==> src/rtl/ps_axi_fifo_pkg.sv <==
// Register offsets, response codes and FSM state types shared by the PS AXI FIFO responder.
// Pure definitions: no logic, no latency, no backpressure.
package ps_axi_fifo_pkg;

  localparam logic [3:0] REG_DATA   = 4'h0;
  localparam logic [3:0] REG_STATUS = 4'h4;
  localparam logic [3:0] REG_CTRL   = 4'h8;

  localparam logic [1:0] RESP_OKAY   = 2'b00;
  localparam logic [1:0] RESP_SLVERR = 2'b10;

  typedef enum logic [1:0] {W_IDLE, W_DATA, W_RESP} w_state_e;
  typedef enum logic       {R_IDLE, R_DATA} r_state_e;
  typedef enum logic [1:0] {SEL_DATA, SEL_STATUS, SEL_CTRL, SEL_BAD} reg_sel_e;

  function automatic reg_sel_e decode_reg(input logic [3:0] offs);
    case (offs)
      REG_DATA:   return SEL_DATA;
      REG_STATUS: return SEL_STATUS;
      REG_CTRL:   return SEL_CTRL;
      default:    return SEL_BAD;
    endcase
  endfunction

endpackage

==> src/rtl/axi_word_fifo.sv <==
// Synchronous word FIFO with flush; head is combinational, push/pop/flush land on the next edge.
// Push while full and pop while empty are ignored; flush overrides both in the same cycle.
module axi_word_fifo #(
  parameter int DEPTH = 16,
  parameter int W     = 32
) (
  input  logic                   clock,
  input  logic                   reset_n,
  input  logic                   push,
  input  logic [W-1:0]           push_dat,
  input  logic                   pop,
  input  logic                   flush,
  output logic [W-1:0]           head,
  output logic                   full,
  output logic                   empty,
  output logic [$clog2(DEPTH):0] count
);
  localparam int AW = $clog2(DEPTH);
  localparam int CW = AW + 1;

  logic [W-1:0]  mem [DEPTH];
  logic [AW-1:0] wr_ptr;
  logic [AW-1:0] rd_ptr;
  logic          do_push;
  logic          do_pop;

  assign full    = (count == CW'(DEPTH));
  assign empty   = (count == '0);
  assign do_push = push && !full;
  assign do_pop  = pop && !empty;
  assign head    = mem[rd_ptr];

  always_ff @(posedge clock or negedge reset_n) begin
    if (!reset_n) begin
      wr_ptr <= '0;
      rd_ptr <= '0;
      count  <= '0;
    end else if (flush) begin
      wr_ptr <= '0;
      rd_ptr <= '0;
      count  <= '0;
    end else begin
      if (do_push) wr_ptr <= wr_ptr + 1'b1;
      if (do_pop)  rd_ptr <= rd_ptr + 1'b1;
      count <= count + CW'(do_push) - CW'(do_pop);
    end
  end

  // Storage carries no reset; validity is tracked by count alone.
  always_ff @(posedge clock) begin
    if (do_push && !flush) mem[wr_ptr] <= push_dat;
  end

endmodule

==> src/rtl/ps_axi_fifo_slave.sv <==
// AXI4 responder turning PS bursts into TX/RX word streams plus STATUS/CTRL registers; B and R start one cycle after wlast/AR.
// W stalls only on DATA writes while TX is full; R never stalls (empty RX reads return 0/SLVERR).
module ps_axi_fifo_slave
  import ps_axi_fifo_pkg::*;
#(
  parameter int ID_W       = 12,
  parameter int ADDR_W     = 32,
  parameter int DATA_W     = 32,
  parameter int FIFO_DEPTH = 16
) (
  input  logic              clock,
  input  logic              reset_n,
  input  logic              s_axi_awvalid,
  output logic              s_axi_awready,
  input  logic [ADDR_W-1:0] s_axi_awaddr,
  input  logic [ID_W-1:0]   s_axi_awid,
  input  logic [7:0]        s_axi_awlen,
  input  logic [2:0]        s_axi_awsize,
  input  logic [1:0]        s_axi_awburst,
  input  logic              s_axi_wvalid,
  output logic              s_axi_wready,
  input  logic [DATA_W-1:0] s_axi_wdata,
  input  logic [3:0]        s_axi_wstrb,
  input  logic              s_axi_wlast,
  output logic              s_axi_bvalid,
  input  logic              s_axi_bready,
  output logic [ID_W-1:0]   s_axi_bid,
  output logic [1:0]        s_axi_bresp,
  input  logic              s_axi_arvalid,
  output logic              s_axi_arready,
  input  logic [ADDR_W-1:0] s_axi_araddr,
  input  logic [ID_W-1:0]   s_axi_arid,
  input  logic [7:0]        s_axi_arlen,
  input  logic [2:0]        s_axi_arsize,
  input  logic [1:0]        s_axi_arburst,
  output logic              s_axi_rvalid,
  input  logic              s_axi_rready,
  output logic [DATA_W-1:0] s_axi_rdata,
  output logic [ID_W-1:0]   s_axi_rid,
  output logic [1:0]        s_axi_rresp,
  output logic              s_axi_rlast,
  output logic              out_valid,
  input  logic              out_ready,
  output logic [DATA_W-1:0] out_bits,
  input  logic              in_valid,
  output logic              in_ready,
  input  logic [DATA_W-1:0] in_bits
);
  localparam int CW = $clog2(FIFO_DEPTH) + 1;

  w_state_e    w_state;
  reg_sel_e    w_sel;
  logic        w_size_bad;
  logic        w_err;
  r_state_e    r_state;
  reg_sel_e    r_sel;
  logic [7:0]  r_cnt;
  logic        run_q;

  logic          tx_full, tx_empty, rx_full, rx_empty;
  logic [CW-1:0] tx_count, rx_count;
  logic [DATA_W-1:0] rx_head;
  logic [31:0]   status_word;
  logic          w_hs, beat_good, tx_push, flush, rx_pop;
  logic          unused_bits;

  assign unused_bits = ^{s_axi_awaddr[ADDR_W-1:4], s_axi_araddr[ADDR_W-1:4], s_axi_awlen,
                         s_axi_awburst, s_axi_arsize, s_axi_arburst};

  // wready looks only at the registered full flag, so a same-cycle pop cannot unblock a push.
  assign s_axi_wready = (w_state == W_DATA) && !((w_sel == SEL_DATA) && tx_full);
  assign w_hs         = s_axi_wvalid && s_axi_wready;
  assign beat_good    = !w_size_bad && (s_axi_wstrb == 4'hF) && (w_sel != SEL_BAD);
  assign tx_push      = w_hs && beat_good && (w_sel == SEL_DATA);
  assign flush        = w_hs && beat_good && (w_sel == SEL_CTRL) && s_axi_wdata[0];

  assign out_valid   = !tx_empty;
  assign in_ready    = run_q && !rx_full;
  assign s_axi_rlast = s_axi_rvalid && (r_cnt == 8'd0);
  assign rx_pop      = s_axi_rvalid && s_axi_rready && (r_sel == SEL_DATA) && !rx_empty;
  assign status_word = {16'(rx_count), 16'(FIFO_DEPTH) - 16'(tx_count)};

  always_ff @(posedge clock or negedge reset_n) begin
    if (!reset_n) run_q <= 1'b0;
    else          run_q <= 1'b1;
  end

  always_ff @(posedge clock or negedge reset_n) begin
    if (!reset_n) begin
      w_state       <= W_IDLE;
      w_sel         <= SEL_DATA;
      w_size_bad    <= 1'b0;
      w_err         <= 1'b0;
      s_axi_awready <= 1'b0;
      s_axi_bvalid  <= 1'b0;
      s_axi_bid     <= '0;
      s_axi_bresp   <= RESP_OKAY;
    end else begin
      case (w_state)
        W_IDLE: begin
          s_axi_awready <= 1'b1;
          if (s_axi_awvalid && s_axi_awready) begin
            s_axi_awready <= 1'b0;
            s_axi_bid     <= s_axi_awid;
            w_sel         <= decode_reg(s_axi_awaddr[3:0]);
            w_size_bad    <= (s_axi_awsize != 3'd2);
            w_err         <= 1'b0;
            w_state       <= W_DATA;
          end
        end
        W_DATA: begin
          if (w_hs) begin
            if (!beat_good) w_err <= 1'b1;
            if (s_axi_wlast) begin
              s_axi_bresp  <= (w_err || !beat_good) ? RESP_SLVERR : RESP_OKAY;
              s_axi_bvalid <= 1'b1;
              w_state      <= W_RESP;
            end
          end
        end
        W_RESP: begin
          if (s_axi_bready) begin
            s_axi_bvalid  <= 1'b0;
            s_axi_bresp   <= RESP_OKAY;
            s_axi_awready <= 1'b1;
            w_state       <= W_IDLE;
          end
        end
        default: w_state <= W_IDLE;
      endcase
    end
  end

  always_ff @(posedge clock or negedge reset_n) begin
    if (!reset_n) begin
      r_state       <= R_IDLE;
      r_sel         <= SEL_DATA;
      r_cnt         <= 8'd0;
      s_axi_arready <= 1'b0;
      s_axi_rvalid  <= 1'b0;
      s_axi_rid     <= '0;
    end else begin
      case (r_state)
        R_IDLE: begin
          s_axi_arready <= 1'b1;
          if (s_axi_arvalid && s_axi_arready) begin
            s_axi_arready <= 1'b0;
            s_axi_rid     <= s_axi_arid;
            r_sel         <= decode_reg(s_axi_araddr[3:0]);
            r_cnt         <= s_axi_arlen;
            s_axi_rvalid  <= 1'b1;
            r_state       <= R_DATA;
          end
        end
        R_DATA: begin
          if (s_axi_rready) begin
            if (r_cnt == 8'd0) begin
              s_axi_rvalid  <= 1'b0;
              s_axi_arready <= 1'b1;
              r_state       <= R_IDLE;
            end else begin
              r_cnt <= r_cnt - 8'd1;
            end
          end
        end
        default: r_state <= R_IDLE;
      endcase
    end
  end

  always_comb begin
    s_axi_rdata = '0;
    s_axi_rresp = RESP_OKAY;
    if (s_axi_rvalid) begin
      case (r_sel)
        SEL_DATA: begin
          if (rx_empty) s_axi_rresp = RESP_SLVERR;
          else          s_axi_rdata = rx_head;
        end
        SEL_STATUS: s_axi_rdata = status_word;
        SEL_BAD:    s_axi_rresp = RESP_SLVERR;
        default:    s_axi_rdata = '0;
      endcase
    end
  end

  axi_word_fifo #(.DEPTH(FIFO_DEPTH), .W(DATA_W)) u_tx_fifo (
    .clock    (clock),
    .reset_n  (reset_n),
    .push     (tx_push),
    .push_dat (s_axi_wdata),
    .pop      (out_valid && out_ready),
    .flush    (flush),
    .head     (out_bits),
    .full     (tx_full),
    .empty    (tx_empty),
    .count    (tx_count)
  );

  axi_word_fifo #(.DEPTH(FIFO_DEPTH), .W(DATA_W)) u_rx_fifo (
    .clock    (clock),
    .reset_n  (reset_n),
    .push     (in_valid && in_ready),
    .push_dat (in_bits),
    .pop      (rx_pop),
    .flush    (flush),
    .head     (rx_head),
    .full     (rx_full),
    .empty    (rx_empty),
    .count    (rx_count)
  );

endmodule

==> config.mk <==
export PLATFORM = sky130hd
export DESIGN_NAME = ps_axi_fifo_slave
export DESIGN_NICKNAME = d
export VERILOG_FILES = /design/src/rtl/ps_axi_fifo_pkg.sv /design/src/rtl/axi_word_fifo.sv /design/src/rtl/ps_axi_fifo_slave.sv
export SDC_FILE = /design/constraint.sdc
export NUM_CORES = 1
export LEC_CHECK = 0
export CORE_ASPECT_RATIO = 0.9
export CORE_MARGIN = 2
export CORE_UTILIZATION = 30
export CTS_BUF_LIST = sky130_fd_sc_hd__clkbuf_2
export DETAILED_ROUTE_END_ITERATION = 12
export SYNTH_ARGS = -nofsm -noshare
export SYNTH_HDL_FRONTEND = slang
export SYNTH_SLANG_ARGS = --single-unit
==> constraint.sdc <==
create_clock -name clock -period 4.63 [get_ports clock]
set_input_delay 0.926 -clock clock [delete_from_list [all_inputs] [get_ports clock]]
set_output_delay 0.926 -clock clock [all_outputs]
set_load 0.03 [all_outputs]
Yosys cells after proc, flatten, opt, wreduce, memory -nomap -nowiden

Memory sizes are Yosys's and may differ from the RTL's.
Cells that the tools add are included.

Register bits: 74
Input bits: 192
Memories: 2
Memory bits (writable): 1024
Word-level logic and storage cells: 172

Memories:

| name          | words | width | rd ports | clocked after Yosys merged registers in | write ports | RTL line            | text |
|---|---|---|---|---|---|---|---|
| u_rx_fifo.mem | 16    | 32    | 1        | 0                                       | 1           | axi_word_fifo.sv:21 | `logic [W-1:0] mem [DEPTH];` |
| u_tx_fifo.mem | 16    | 32    | 1        | 0                                       | 1           | axi_word_fifo.sv:21 |  |

Reduce and logical (&&, ||, !) cells: 57
Equality and inequality tests: 23
Add/subtract/negate cells: 10
Muxes and demuxes: 58
Bitwise operators: 1

Operator list:

| cell                | count |
|---|---|
| $mux 32             | 2 |
| $pmux 32 s2         | 1 |
| $mux 4              | 8 |
| $logic_and 1x1->1   | 24 |
| $mux 8              | 3 |
| $mux 1              | 21 |
| $mux 2              | 9 |
| $ne 2x2->1 const B  | 9 |
| $pmux 2 s3          | 3 |
| $add 4x1->4 const B | 4 |
| $pmux 8 s2          | 1 |
| $reduce_bool 2->1   | 7 |
| $eq 4x4->1 const B  | 3 |
| $pmux 1 s2          | 6 |
| $reduce_and 4->1    | 3 |
| $add 5x1->5         | 2 |
| $eq 5x5->1 const B  | 2 |
| $logic_not 5->1     | 2 |
| $mux 5              | 2 |
| $sub 5x1->5         | 2 |
| $eq 4x3->1 const B  | 2 |
| $logic_not 1->1     | 8 |
| $logic_not 4->1     | 2 |
| $logic_not 8->1     | 1 |
| other kinds (12)    | 22 |

Depth between registers and ports, before layout

Depth after elaboration: 12
Depth in mapped cells: 14

Modules after synthesis

From an unflattened synthesis, not the netlist that was laid out.

Cell total of the unflattened synthesis: 2350
Area total of the unflattened synthesis: 43631.8 µm²

By module, submodules not included:

| module                    | area each (µm²) | cells each | seq. area each (µm²) | times used |
|---|---|---|---|---|
| axi_word_fifo (u_rx_fifo) | 20528.4         | 1032       | 15700.1              | 1 |
| axi_word_fifo (u_tx_fifo) | 20498.4         | 1025       | 15700.1              | 1 |
| ps_axi_fifo_slave         | 2605.0          | 293        | 1176.1               | 1 |

Worst setup path after synthesis

Ideal clock, no wire load.

Path kind: register -> register
Start point: reg u_tx_fifo.count[1]
End point: mem u_rx_fifo.mem[0][0], enable pin
Setup slack: -0.057 ns
Arrival: 4.226 ns
Stages on the path, launching flop included: 11
Required time: 4.169 ns
Clock period less this slack: 4.687 ns
Cells stage by stage: dfrtp_1 inv_1 ha_1 and2_1 ha_1 or3b_1 and4b_1 buf_6 and3_4 buf_6 nor3_1

Word-level cells in the longest chain between the ends: 12

Ends and longest elaborated chain:

| item                           | RTL line                | text |
|---|---|---|
| from (decl)                    | axi_word_fifo.sv:16     | `output logic [$clog2(DEPTH):0] count` |
| from (signal assigned)         | axi_word_fifo.sv:45     | `count <= count + CW'(do_push) - CW'(do_pop);` |
| $eq 5x5->1                     | axi_word_fifo.sv:27     | `assign full = (count == CW'(DEPTH));` |
| $logic_and 1x1->1              | ps_axi_fifo_slave.sv:71 | `assign s_axi_wready = (w_state == W_DATA) && !((w_sel == SEL_DATA) && tx_full);` |
| $logic_not 1->1                | ps_axi_fifo_slave.sv:71 |  |
| $logic_and 1x1->1              | ps_axi_fifo_slave.sv:71 |  |
| $logic_and 1x1->1              | ps_axi_fifo_slave.sv:72 | `assign w_hs = s_axi_wvalid && s_axi_wready;` |
| $logic_and 1x1->1 (3 in a row) | ps_axi_fifo_slave.sv:75 | `assign flush = w_hs && beat_good && (w_sel == SEL_CTRL) && s_axi_wdata[0];` |
| $logic_not 1->1                | axi_word_fifo.sv:51     | `if (do_push && !flush) mem[wr_ptr] <= push_dat;` |
| $logic_and 1x1->1              | axi_word_fifo.sv:51     |  |
| $mux 1                         | axi_word_fifo.sv:51     |  |
| $mux 1 (not written as such)   | axi_word_fifo.sv:51     |  |
| to (decl)                      | axi_word_fifo.sv:21     |  |

Every way passes these cells.

Worst setup path after layout

Start point: reg u_rx_fifo.count[3]
End point: out s_axi_rdata[20]

Word-level cells in the longest chain between the ends: 4

Ends and longest elaborated chain:

| item                   | RTL line                 | text |
|---|---|---|
| from (decl)            | axi_word_fifo.sv:16      |  |
| from (signal assigned) | axi_word_fifo.sv:45      |  |
| $logic_not 5->1        | axi_word_fifo.sv:28      | `assign empty = (count == '0);` |
| $mux 32                | ps_axi_fifo_slave.sv:177 | `if (rx_empty) s_axi_rresp = RESP_SLVERR;` |
| $pmux 32 s2            | ps_axi_fifo_slave.sv:175 | `case (r_sel)` |
| $mux 32                | ps_axi_fifo_slave.sv:174 | `if (s_axi_rvalid) begin` |
| to (decl)              | ps_axi_fifo_slave.sv:38  | `output logic [DATA_W-1:0] s_axi_rdata,` |

Every way passes these cells.

==> impl_metrics.json <==
{
  "finalNetCount": 2878,
  "design.die.area_um2": 147000,
  "clk_pin_slew_ns": 0.12,
  "via_per_inst": 4.84,
  "grt_max_degree": 74,
  "wl_um": 108000,
  "grt-ovfl-total": 0,
  "num-fill-cells": 13100,
  "yosysWarnings": 0,
  "clk_path_buf_depth": 4,
  "dr_wl_met3_um": 6910,
  "drv_cap": 0,
  "syn_inst": 2022,
  "synth_edf_count": 1024,
  "worstMarginPinSlew_ns": 1.04,
  "cts_root_buf": "clkbuf_2",
  "area_delta_synth_final_pct": 23.4,
  "synth_area_um2": 43200,
  "layout.cell_area.non_filler_um2": 53200,
  "cp_slowest_cell": "or4b_4",
  "period_share": 0.973,
  "gp_congestion": 0.758,
  "htreeDepth": 5,
  "power.leakage_nw": 17.8,
  "worstSkewPairLatency_ns": 1.53,
  "max_slew_margin": 0.303,
  "clkSinkCount": 1097,
  "r2r_cells": 9,
  "synth_flop_cell": "edfxtp_1",
  "async_reset_ff_frac": 0.0665,
  "status": "completed",
  "vias": 22800,
  "placedCellCount": 4091,
  "critPathLaunchType": "register",
  "syn_avg_cell_area_um2": 21.3,
  "power_density_nw_per_um2": 518,
  "initial_utilization": 0.301,
  "max_freq_ghz": 0.222,
  "crit_type": "reg -> out",
  "min_path_type": "in -> reg",
  "fin_crit_ns": 4.51,
  "finalSetupViolCount": 0,
  "ff2ff_setup_slack_ns": 1.00,
  "drt.antenna.violating_nets": 0,
  "required_ns": 3.70,
  "synth.distinct_cells": 68,
  "crit_path_max_incr_delay_ns": 0.48,
  "dpl_cell_area_um2": 48300,
  "grt_usage": 0.146,
  "path_cells": "inv_2 -> ha_4 -> or4b_4 -> and2_4 -> nand2_8 -> buf_12 -> o211ai_1 -> buf_4",
  "top_layer": "met5",
  "max-vdd-ir-drop_uv": 277,
  "drt_iter0_markers": 1649,
  "final_common_cell": "edfxtp_1",
  "drt-met1-wl_um": 43300,
  "core.rowCount": 132,
  "first_pass_iters": 7,
  "finalClockSkew_ns": 0.131,
  "routedWlPerCell_um": 22.9,
  "hold_violations": 0,
  "worst_ep_arrival_time_ns": 3.58,
  "die_h_um": 364,
  "drc": 0,
  "min_path_cells": 1,
  "grt_pass1_wl_um": 157000,
  "finalNonFillerCells": 4718,
  "io_pins": 292,
  "cts_tree": "yes",
  "rsz0062_at_grt": "true",
  "power.total_w": 0.0276,
  "hold_slack_ns": 0.312,
  "layout_common_cells": "1024 x edfxtp_1, 408 x clkbuf_2, 259 x mux4_2",
  "io_buffers": 218,
  "grt_pass1_vias": 24800,
  "wl_met2_um": 55100,
  "yosysSeqAreaShare": 0.755,
  "drive_above_1_share": 0.369,
  "synth-seq-cells": 1097,
  "cts_buffers": 289,
  "cp_max_fo": 6,
  "drv_slew": 0,
  "antenna_found_initial": 11,
  "coreArea_um2": 143000,
  "hpwl_um": 55800,
  "crit_path_end_kind": "output pin",
  "fp.dieW_um": 404
}
==> registers in the layout (all words and copies together) (netlist names), 5 cells and up <==
name / count
u_tx_fifo.count: 5
u_tx_fifo.mem: 512
u_rx_fifo.mem: 512
u_rx_fifo.count: 5
r_cnt: 8
s_axi_rid: 12
s_axi_bid: 12
==> critical path: cells and delay by family, from the launching register on <==
kind | cells | cell delay, ns
adders and majority gates | 1 | 0.15
buffers and inverters | 3 | 0.48
AOI/OAI and AO/OA | 1 | 0.17
and+or+nand+nor | 3 | 0.84
DFF | 1 | 0.42
==> layout make-up <==
class / count / area, um^2 / share of cell area
sequential: 1097 / 32600 / 0.612
multi-input combinational: 785 / 10600 / 0.199
timing repair buffer: 442 / 5150 / 0.0967
tap: 1876 / 2350 / 0.0441
clock buffer: 408 / 2040 / 0.0384
clock inverter: 66 / 368 / 0.00691
inverter: 37 / 141 / 0.00266
antenna: 7 / 17.5 / 0.000329
==> report_power, final <==
part / switching (W) / total (W) / leakage, nW / internal [W]
clock network: 0.00377 / 0.00634 / 1.88 / 0.00257
registers: 0.000436 / 0.0118 / 10.1 / 0.0114
logic: 0.00464 / 0.00943 / 5.81 / 0.00479
==> Yosys cell counts (all sizes together) (19+ instances only) <==
master	count	area (um^2)
edfxtp	1024	30700
mux4	266	6030
mux2i	91	911
dfrtp	73	1830
buf	70	468
nand2	68	258
nor3	43	235
inv	35	131
clkbuf	34	128
ha	32	400
nor2	29	109
o22ai	27	169
a21oi	25	125
o21ai	22	110
nor4b	19	241
==> per-stage QoR <==
step	setup WS (ns)	utilization	TNS (ns)
CTS	-0.196	0.371	-5.41
floorplan	0.0184	-	0
finish	0.123	0.371	0
global placement	0.836	0.337	0
global route	-0.0710	0.371	-0.607
detailed placement	0.824	0.337	0
==> cell families after synthesis <==
family | synth area share
buf+inv | 0.0170
other cells | 0.000174
flops | 0.755
compound gates | 0.0186
fa+ha+maj | 0.0102
xor+xnor | 0.00325
mux | 0.164
simple gates | 0.0315
==> routing by layer <==
metal	up-vias	GRT usage
met1	12000	0.176
met2	794	0.250
li1	9839	-
met3	189	0.0365
met4	10	0.0637
met5	-	0
==> repair_timing <==
| item | CTS | global route |
|---|---|---|
| setup endpoints to repair | 69 | 32 |
| hold endpoints to repair | 278 | 0 |
| pin swaps | 25 | 3 |
| resized for setup | 588 | 7 |
| hold buffers | 69 | 0 |
| cloned | 15 | 0 |
| buffers inserted | 58 | 6 |
==> path summary, 6_finish.rpt <==
check                                              from                               to
setup / recovery           u_rx_fifo.count[3]$_DFF_PN0_                  s_axi_rdata[20]
min in group asynchronous                       reset_n         s_axi_bid[3]$_DFFE_PN0P_
max in group asynchronous                       reset_n  u_tx_fifo.rd_ptr[0]$_DFFE_PN0P_
setup reg to reg           u_tx_fifo.count[0]$_DFF_PN0_  u_rx_fifo.mem[13][20]$_DFFE_PP_
hold reg to reg                s_axi_rid[9]$_DFFE_PN0P_         s_axi_rid[9]$_DFFE_PN0P_
hold / removal                              in_bits[12]   u_rx_fifo.mem[0][12]$_DFFE_PP_
No activity file was read; power rests on OpenSTA's default activity.
